$ cat config.mk
export PLATFORM = sky130hd
export DESIGN_NAME = seg7_hexa5b_decoder
export DESIGN_NICKNAME = d
export VERILOG_FILES = /design/src/rtl/seg7_hexa5b_decoder.sv
export SDC_FILE = /design/constraint.sdc
export NUM_CORES = 1
export LEC_CHECK = 0
export CAP_MARGIN = 20
export CORE_MARGIN = 5
export CORE_UTILIZATION = 50
export CTS_CLUSTER_SIZE = 14
export DETAILED_ROUTE_END_ITERATION = 10
export HOLD_SLACK_MARGIN = 0.1
export PLACE_DENSITY = 0.85
export SYNTH_ARGS = -nofsm -noshare
export SYNTH_HDL_FRONTEND = slang
export SYNTH_SLANG_ARGS = --single-unit
$ cat constraint.sdc
create_clock -name clock -period 1.91 [get_ports clock]
set_input_delay 0.382 -clock clock [delete_from_list [all_inputs] [get_ports clock]]
set_output_delay 0.382 -clock clock [all_outputs]
set_load 0.02 [all_outputs]
$ cat src/rtl/seg7_hexa5b_decoder.sv
// Loopback observer for an active-low 7-segment bus: waits for a pattern to be stable
// for STABLE_CYCLES samples, then decodes it to a 5-bit code. Optional macro: SEG7DEC_BLANK_EN.
module seg7_hexa5b_decoder #(
  parameter int unsigned STABLE_CYCLES = 4
) (
  input  logic       clock,
  input  logic       reset,
  input  logic       enable,
  input  logic [6:0] display,
  output logic [4:0] hexa,
  output logic       valid,
  output logic       error
);

  typedef enum logic [1:0] {
    IDLE  = 2'd0,
    TRACK = 2'd1,
    HOLD  = 2'd2
  } state_t;

  // cnt counts samples already matched, so the decode edge is the one seeing cnt == N-1
  localparam logic [7:0] STABLE_LAST = 8'(STABLE_CYCLES - 1);

  localparam logic [6:0] SEG_LUT [32] = '{
    7'b1000000, 7'b1111001, 7'b0100100, 7'b0110000,
    7'b0011001, 7'b0010010, 7'b0000010, 7'b1111000,
    7'b0000000, 7'b0010000, 7'b0001000, 7'b0000011,
    7'b1000110, 7'b0100001, 7'b0000110, 7'b0001110,
    7'b1111110, 7'b1111101, 7'b1111011, 7'b1110111,
    7'b1101111, 7'b1011111, 7'b0111111, 7'b1111100,
    7'b1110011, 7'b1100111, 7'b1001111, 7'b0011111,
    7'b1110001, 7'b1100011, 7'b1000111, 7'b0001111
  };

  state_t     state_reg, state_next;
  logic [6:0] cap_reg, cap_next;
  logic [7:0] cnt_reg, cnt_next;
  logic [4:0] hexa_reg, hexa_next;
  logic       valid_reg, valid_next;
  logic       error_reg, error_next;

  logic [31:0] match;
  logic [4:0]  code;
  logic        legal;
  logic        blank;
  logic        same;

  for (genvar gi = 0; gi < 32; gi++) begin : g_match
    assign match[gi] = (cap_reg == SEG_LUT[gi]);
  end

  // Patterns are distinct, so at most one match bit is ever set
  always_comb begin
    code  = 5'd0;
    legal = 1'b0;
    for (int i = 0; i < 32; i++) begin
      if (match[i]) begin
        code  = 5'(i);
        legal = 1'b1;
      end
    end
  end

`ifdef SEG7DEC_BLANK_EN
  assign blank = (cap_reg == 7'b1111111);
`else
  assign blank = 1'b0;
`endif

  assign same = (display == cap_reg);

  always_ff @(posedge clock) begin
    if (reset) begin
      state_reg <= IDLE;
      cap_reg   <= 7'd0;
      cnt_reg   <= 8'd0;
      hexa_reg  <= 5'd0;
      valid_reg <= 1'b0;
      error_reg <= 1'b0;
    end else begin
      state_reg <= state_next;
      cap_reg   <= cap_next;
      cnt_reg   <= cnt_next;
      hexa_reg  <= hexa_next;
      valid_reg <= valid_next;
      error_reg <= error_next;
    end
  end

  always_comb begin
    state_next = state_reg;
    case (state_reg)
      IDLE: begin
        if (enable) state_next = TRACK;
      end
      TRACK: begin
        if (!enable)                     state_next = IDLE;
        else if (!same)                  state_next = TRACK;
        else if (cnt_reg == STABLE_LAST) state_next = HOLD;
      end
      HOLD: begin
        if (!enable)    state_next = IDLE;
        else if (!same) state_next = TRACK;
      end
      default: state_next = IDLE;
    endcase
  end

  always_comb begin
    cap_next   = cap_reg;
    cnt_next   = cnt_reg;
    hexa_next  = hexa_reg;
    valid_next = 1'b0;
    error_next = 1'b0;
    case (state_reg)
      IDLE: begin
        if (enable) begin
          cap_next = display;
          cnt_next = 8'd1;
        end
      end
      TRACK: begin
        if (enable) begin
          if (!same) begin
            cap_next = display;
            cnt_next = 8'd1;
          end else if (cnt_reg == STABLE_LAST) begin
            if (legal) begin
              hexa_next  = code;
              valid_next = 1'b1;
            end else if (!blank) begin
              error_next = 1'b1;
            end
          end else begin
            cnt_next = cnt_reg + 8'd1;
          end
        end
      end
      HOLD: begin
        if (enable && !same) begin
          cap_next = display;
          cnt_next = 8'd1;
        end
      end
      default: ;
    endcase
  end

  assign hexa  = hexa_reg;
  assign valid = valid_reg;
  assign error = error_reg;

endmodule

==> results of run 1 <==
==> cell usage in the layout, fill, tap and decap left out, drive strengths merged, types with 3 or more instances in the layout <==
cell type      instances
a21oi                  7
a31oi                  6
and2                   4
and2b                  5
and3                   3
buf                   59
clkbuf                 3
clkdlybuf4s50         12
dfxtp                 24
dlygate4sd2            3
inv                    8
mux2                   5
mux2i                  7
nand2                 16
nand3                 10
nand4                 10
nand4b                 3
nor2                  26
nor2b                  4
nor3                   8
nor4                   5
o21ai                  8
or4                    3
xnor2                  3
xor2                  15
==> routing by layer <==
| metal | GRT usage, % | share of wire (%) | vias up |
|---|---|---|---|
| met5 | 0 | 0 | - |
| met4 | 11.1 | 4.0 | 0 |
| met3 | 3.83 | 5.3 | 23 |
| met2 | 35.5 | 49 | 78 |
| met1 | 25.6 | 41 | 953 |
| li1 | - | - | 974 |
==> where the power goes <==
| group | total, µW | switching (µW) | internal [µW] |
|---|---|---|---|
| sequential | 534 | 24.8 | 509 |
| clock | 453 | 173 | 280 |
| combinational | 410 | 209 | 202 |
| total | 1400 | 406 | 991 |
==> timing repair <==
action | 4_1_cts | 5_1_grt
hold buffers | 0 | 0
setup endpoints to repair | 22 | 22
gates resized for setup | 25 | 32
buffers inserted | 4 | 2
pin swaps | 7 | 8
endpoints found under the hold margin | 0 | 0
==> metrics by stage <==
step / cell area [µm²] / cells / hold WS (ns) / utilization, %
2_1_floorplan: 2020 / 237 / 0.462 / -
3_3_place_gp: 2460 / 335 / 0.453 / 61.9
3_5_place_dp: 2460 / 335 / 0.487 / 61.9
4_1_cts: 2640 / 343 / 0.501 / 66.4
5_1_grt: 2790 / 345 / 0.526 / 70.3
6_report: 2790 / 345 / 0.492 / 70.3
==> area by class of cell <==
| type | instances | area share (%) |
|---|---|---|
| multi-input combinational | 184 | 53.0 |
| timing repair buffer | 75 | 22.9 |
| sequential | 24 | 18.2 |
| tap | 50 | 2.24 |
| clock buffer | 3 | 1.48 |
| clock inverter | 1 | 1.08 |
| inverter | 8 | 1.08 |
==> worst max-delay path, cell delays in order (launching register included) <==
cell	delay, ns
dfxtp_4	0.39
or4_4	0.55
a2111oi_4	0.34
a41oi_2	0.09
nand4_4	0.16
o21ai_4	0.10
mux2_4	0.31
==> cells by family (layout without fill, tap and decap cells) <==
| family | count (synthesis) | after routing |
|---|---|---|
| muxes | 12 | 12 |
| adders and majority gates | 1 | 1 |
| buffers and inverters | 29 | 87 |
| AOI/OAI and AO/OA | 43 | 43 |
| DFF | 24 | 24 |
| and+or+nand+nor | 110 | 110 |
| xor gates and xnor gates | 18 | 18 |
==> worst paths after layout <==
path | from | endpoint | slack (ns)
worst max-delay path | cap_reg[3] | hexa[0] | -0.14
worst min-delay path | hexa[4] | hexa[4] | 0.49
worst max register to register | cap_reg[3] | hexa[0] | -0.14
worst min register to register | hexa[4] | hexa[4] | 0.49
==> results_dict.tcl, run 1 <==
set metrics [dict create \
    status "finished, violations left" \
    violations "setup timing" \
    yosysSeqAreaShare_pct 23.7 \
    multi_input_area_um2 1480 \
    die_w_um 73.6 \
    synth-seq-cells 24 \
    netlist_top_cells_count "25 x nor2_1, 24 x dfxtp_1, 16 x nand2_1" \
    yosys.cell_count.top_type "nor2_1" \
    numPortBuffers 16 \
    die-area_um2 5420 \
    finalSetupTns_ns -1.55 \
    post-synth-top-area-cell "dfxtp_1" \
    wirelength_um 5610 \
    cts_tree "done" \
    synth_warnings 0 \
    cap_viol_max_count 0 \
    cts_made_buffers 3 \
    synth_area_um2 2020 \
    synthCells 237 \
    synth_area_leaders "dfxtp_1 24%, xor2_1 6.5%, buf_6 5.6%" \
    num_antenna_cells 0 \
    rsz0062_at_grt "true" \
    syn_nets 248 \
    clk_pin_slew_ns 0.09 \
    antenna_found_initial 0 \
    fin_crit_ns 2.05 \
    leakagePower_uw 0.00111 \
    vias 2028 \
    synthAdderAreaFrac_pct 0.618 \
    rr_worst_depth 6 \
    fmax_mhz 489 \
    wl_per_cell_um 16.2 \
    cts_htree_levels 1 \
    worst_pin_slew_ns 0.551 \
    async_flop_share_pct 0 \
    synth-simple-area-share_pct 32.6 \
    hp-class "register to register" \
    drive_above_1_share_pct 37.6 \
    die_h_um 73.6 \
    setup_viol_count_final 22 \
    grtUsageTotal_pct 21.2 \
    end_kind "register" \
    vias_per_cell 5.88 \
    synthToLayoutAreaGrowth_pct 37.9 \
    period_share_pct 107 \
    drt_first_pass_iters 4 \
    postRouteAntennaNets 0 \
    clk_path_buf_depth 2 \
    io_pins 17 \
    placementRows 23 \
    setup_ws_ns -0.136 \
    grt_overflow 0 \
    cp.required_ns 2.08 \
    synth_top_family_by_area "simple AND/OR/NAND/NOR gates" \
    maxSlewViolCount 0 \
    hold_viol_final 0 \
    nets 307 \
    synth_compound_area_share_pct 17.9 \
    drt_iter0_drc 267 \
    grt_pass1_vias 2044 \
    synth_cell_types 63 \
    clk_latency_ns 0.27 \
    grt_pass1_wl_um 9070 \
    avgSynthCellArea_um2 8.54 \
    cts-root-buf "clkbuf_8" \
    routabilityCongestion 0.900 \
    drc_errors 0 \
    clkSinkCount 24 \
    start_util_pct 50.9 \
    register_area_um2 507 \
    ir_drop_v 0.000459 \
    yosys.area_share.xor_xnor_pct 7.79 \
    synth_mux_area_share_pct 6.80 \
    synthFlopType "dfxtp_1" \
    pre_cts_ws_ns -0.422 \
    start_kind "register" \
    synth_top_area_share_pct 23.7 \
    grt_max_degree 21 \
    largest_reg_flops 8 \
    crit_type "register to register" \
    p_total_uw 1400 \
    place_hpwl_um 3650 \
    slew_headroom_pct 63.1 \
    synth_edf_count 0 \
    hold_depth 2 \
    skew_ns 0.00196 \
    powerDensity_nw_per_um2 501 \
    crit_arrival_ns 2.21 \
    crit_fanout 8 \
    core-area_um2 3970 \
    fillCellCount 285 \
]
(Power assumes the default switching activity.)
==> run 2, diff against run 1 <==
Settings changed: REMOVE_ABC_BUFFERS set to 1.
==> run 2 against run 1 <==
  * The flow still finishes with violations (setup timing)
  * Via count rose by 8.1%
  * First-iteration DRC count fell by 63%
  * Cell area rose by 6.4%
  * Wire length rose by 15%
  * Clock-buffer cell count did not move
  * Setup slack improved by 0.026 ns
  * Sequential power barely moved
  * Critical path depth rose by 1
  * Worst hold slack improved by 0.0058 ns
  * Sequential share of layout area fell by 1.2 points
  * Utilization rose by 4.5 points
==> results_dict.tcl, run 2 (synthesized netlist as in run 1, its figures left out) <==
set metrics [dict create \
    numPortBuffers 16 \
    grt_max_degree 16 \
    wirelength_um 6450 \
    skew_ns 0.00638 \
    path_cells "buf_12, and4b_2, buf_4, a31oi_4, nand4b_1, o21ai_4, mux2_4" \
    cts-root-buf "clkbuf_8" \
    nets 319 \
    cp.required_ns 2.08 \
    powerDensity_nw_per_um2 487 \
    start_kind "register" \
    end_kind "register" \
    drt_iter0_drc 100 \
    start_util_pct 50.9 \
    place_hpwl_um 3730 \
    worstHoldStart "hexa[4]" \
    postRouteAntennaNets 0 \
    setup_viol_count_final 8 \
    maxSlewViolCount 0 \
    critPathTopFamily "simple AND/OR/NAND/NOR gates" \
    crit_type "register to register" \
    drive_above_1_share_pct 42.0 \
    cts_htree_levels 1 \
    place_inst 336 \
    pre_cts_ws_ns -0.534 \
    grt_pass1_vias 2108 \
    wl_per_cell_um 18.1 \
    synthToLayoutAreaGrowth_pct 46.7 \
    placementRows 23 \
    drt_first_pass_iters 5 \
    status "finished, violations left" \
    ir_drop_v 0.000272 \
    fin_cells 357 \
    largest_reg_flops 8 \
    crit_arrival_ns 2.19 \
    slowest_delay_ns 0.40 \
    cts_tree "done" \
    postCtsHoldBufs 0 \
    leakagePower_uw 0.00120 \
    cap_viol_max_count 0 \
    fin_crit_ns 2.02 \
    clkSinkCount 24 \
    die_h_um 73.6 \
    finalCoreUtilization_pct 74.7 \
    vias 2193 \
    die_w_um 73.6 \
    cts_made_buffers 3 \
    io_pins 17 \
    final_cell_mix "59 x buf_4, 23 x nor2_1, 17 x dfxtp_1" \
    routabilityCongestion 0.887 \
    antenna_found_initial 0 \
    final_common_cell "buf_4" \
    core-area_um2 3970 \
    period_share_pct 106 \
    violations "setup timing" \
    die-area_um2 5420 \
    rsz0062_at_grt "true" \
    num_antenna_cells 0 \
    crit_buf_inv 2 \
    clk_pin_slew_ns 0.09 \
    setup_ws_ns -0.109 \
    crit_fanout 7 \
    grt_overflow 0 \
    fmax_mhz 495 \
    hp-class "register to register" \
    critPathLaunch "cap_reg[6]" \
    slew_headroom_pct 72.3 \
    critPathSlowestCell "dfxtp_4" \
    clk_path_buf_depth 2 \
    drc_errors 0 \
    worst_pin_slew_ns 0.415 \
    grt_pass1_wl_um 9650 \
    reg2reg_from "cap_reg[6]" \
    vias_per_cell 6.14 \
    hold_viol_final 0 \
    grtUsageTotal_pct 22.5 \
    clk_latency_ns 0.27 \
]
## run 2: cell types whose count changed in the layout (fill, tap and decap cells not counted), moves of 2 or more
cell	previous run	this run
buf_6	8	6
buf_12	0	4
xor2_1	12	9
buf_4	50	59
xor2_2	3	6
dlygate4sd2_1	3	6
a21bo_4	2	0
clkdlybuf4s50_1	12	9
a21bo_2	0	2
nor4bb_1	2	0
## run 2: final timing paths
kind,endpoint,slack [ns],cells after the start
setup / recovery,hexa[0],-0.11,7
hold / removal,hexa[4],0.50,2
setup reg to reg,hexa[0],-0.11,7
hold reg to reg,hexa[4],0.50,2
## run 2: per-stage QoR
step                cell area (µm²)  setup TNS [ns]  hold slack [ns]  power (µW)
global placement               2520           -8.18            0.461         895
detailed placement             2520           -9.36            0.464         906
finish                         2970          -0.410            0.497        1450
global route                   2970           -1.98            0.514        1480
CTS                            2800          -0.473            0.481        1390
floorplan                      1840           -5.51            0.451         726
## run 2: power by group
| group | switching [µW] | total [µW] | internal (µW) |
|---|---|---|---|
| registers | 24.2 | 534 | 510 |
| clock network | 170 | 451 | 281 |
| logic | 233 | 460 | 227 |
## run 2: layout make-up
cell class | instances | area (µm²)
clock buffers | 3 | 41.3
clock inverters | 1 | 30.0
fillers | 236 | 1000
inverters | 8 | 30.0
multi-input cells | 184 | 1530
flip-flops and latches | 24 | 504
well taps | 50 | 62.6
repair buffers | 87 | 766
## run 2: layer usage
layer  track usage, %  share of wire [%]  vias to the layer above
met5                0                  0                        -
met4             7.44                5.1                        0
met3             2.05                5.6                       40
met2             40.9                 50                      115
met1             27.5                 39                     1043
li1                 -                  -                      995
## run 2: worst min-delay path: cells and delay by family (launching register included)
| family | cells | cell delay [ns] |
|---|---|---|
| AOI/OAI and AO/OA | 1 | 0.06 |
| DFF | 1 | 0.34 |
| buffers and inverters | 1 | 0.06 |
## run 2: timing repair
item | 4_1_cts | 5_1_grt
pin swaps | 11 | 14
gates resized for setup | 33 | 32
setup buffers | 13 | 6
endpoints found under the setup margin | 22 | 23
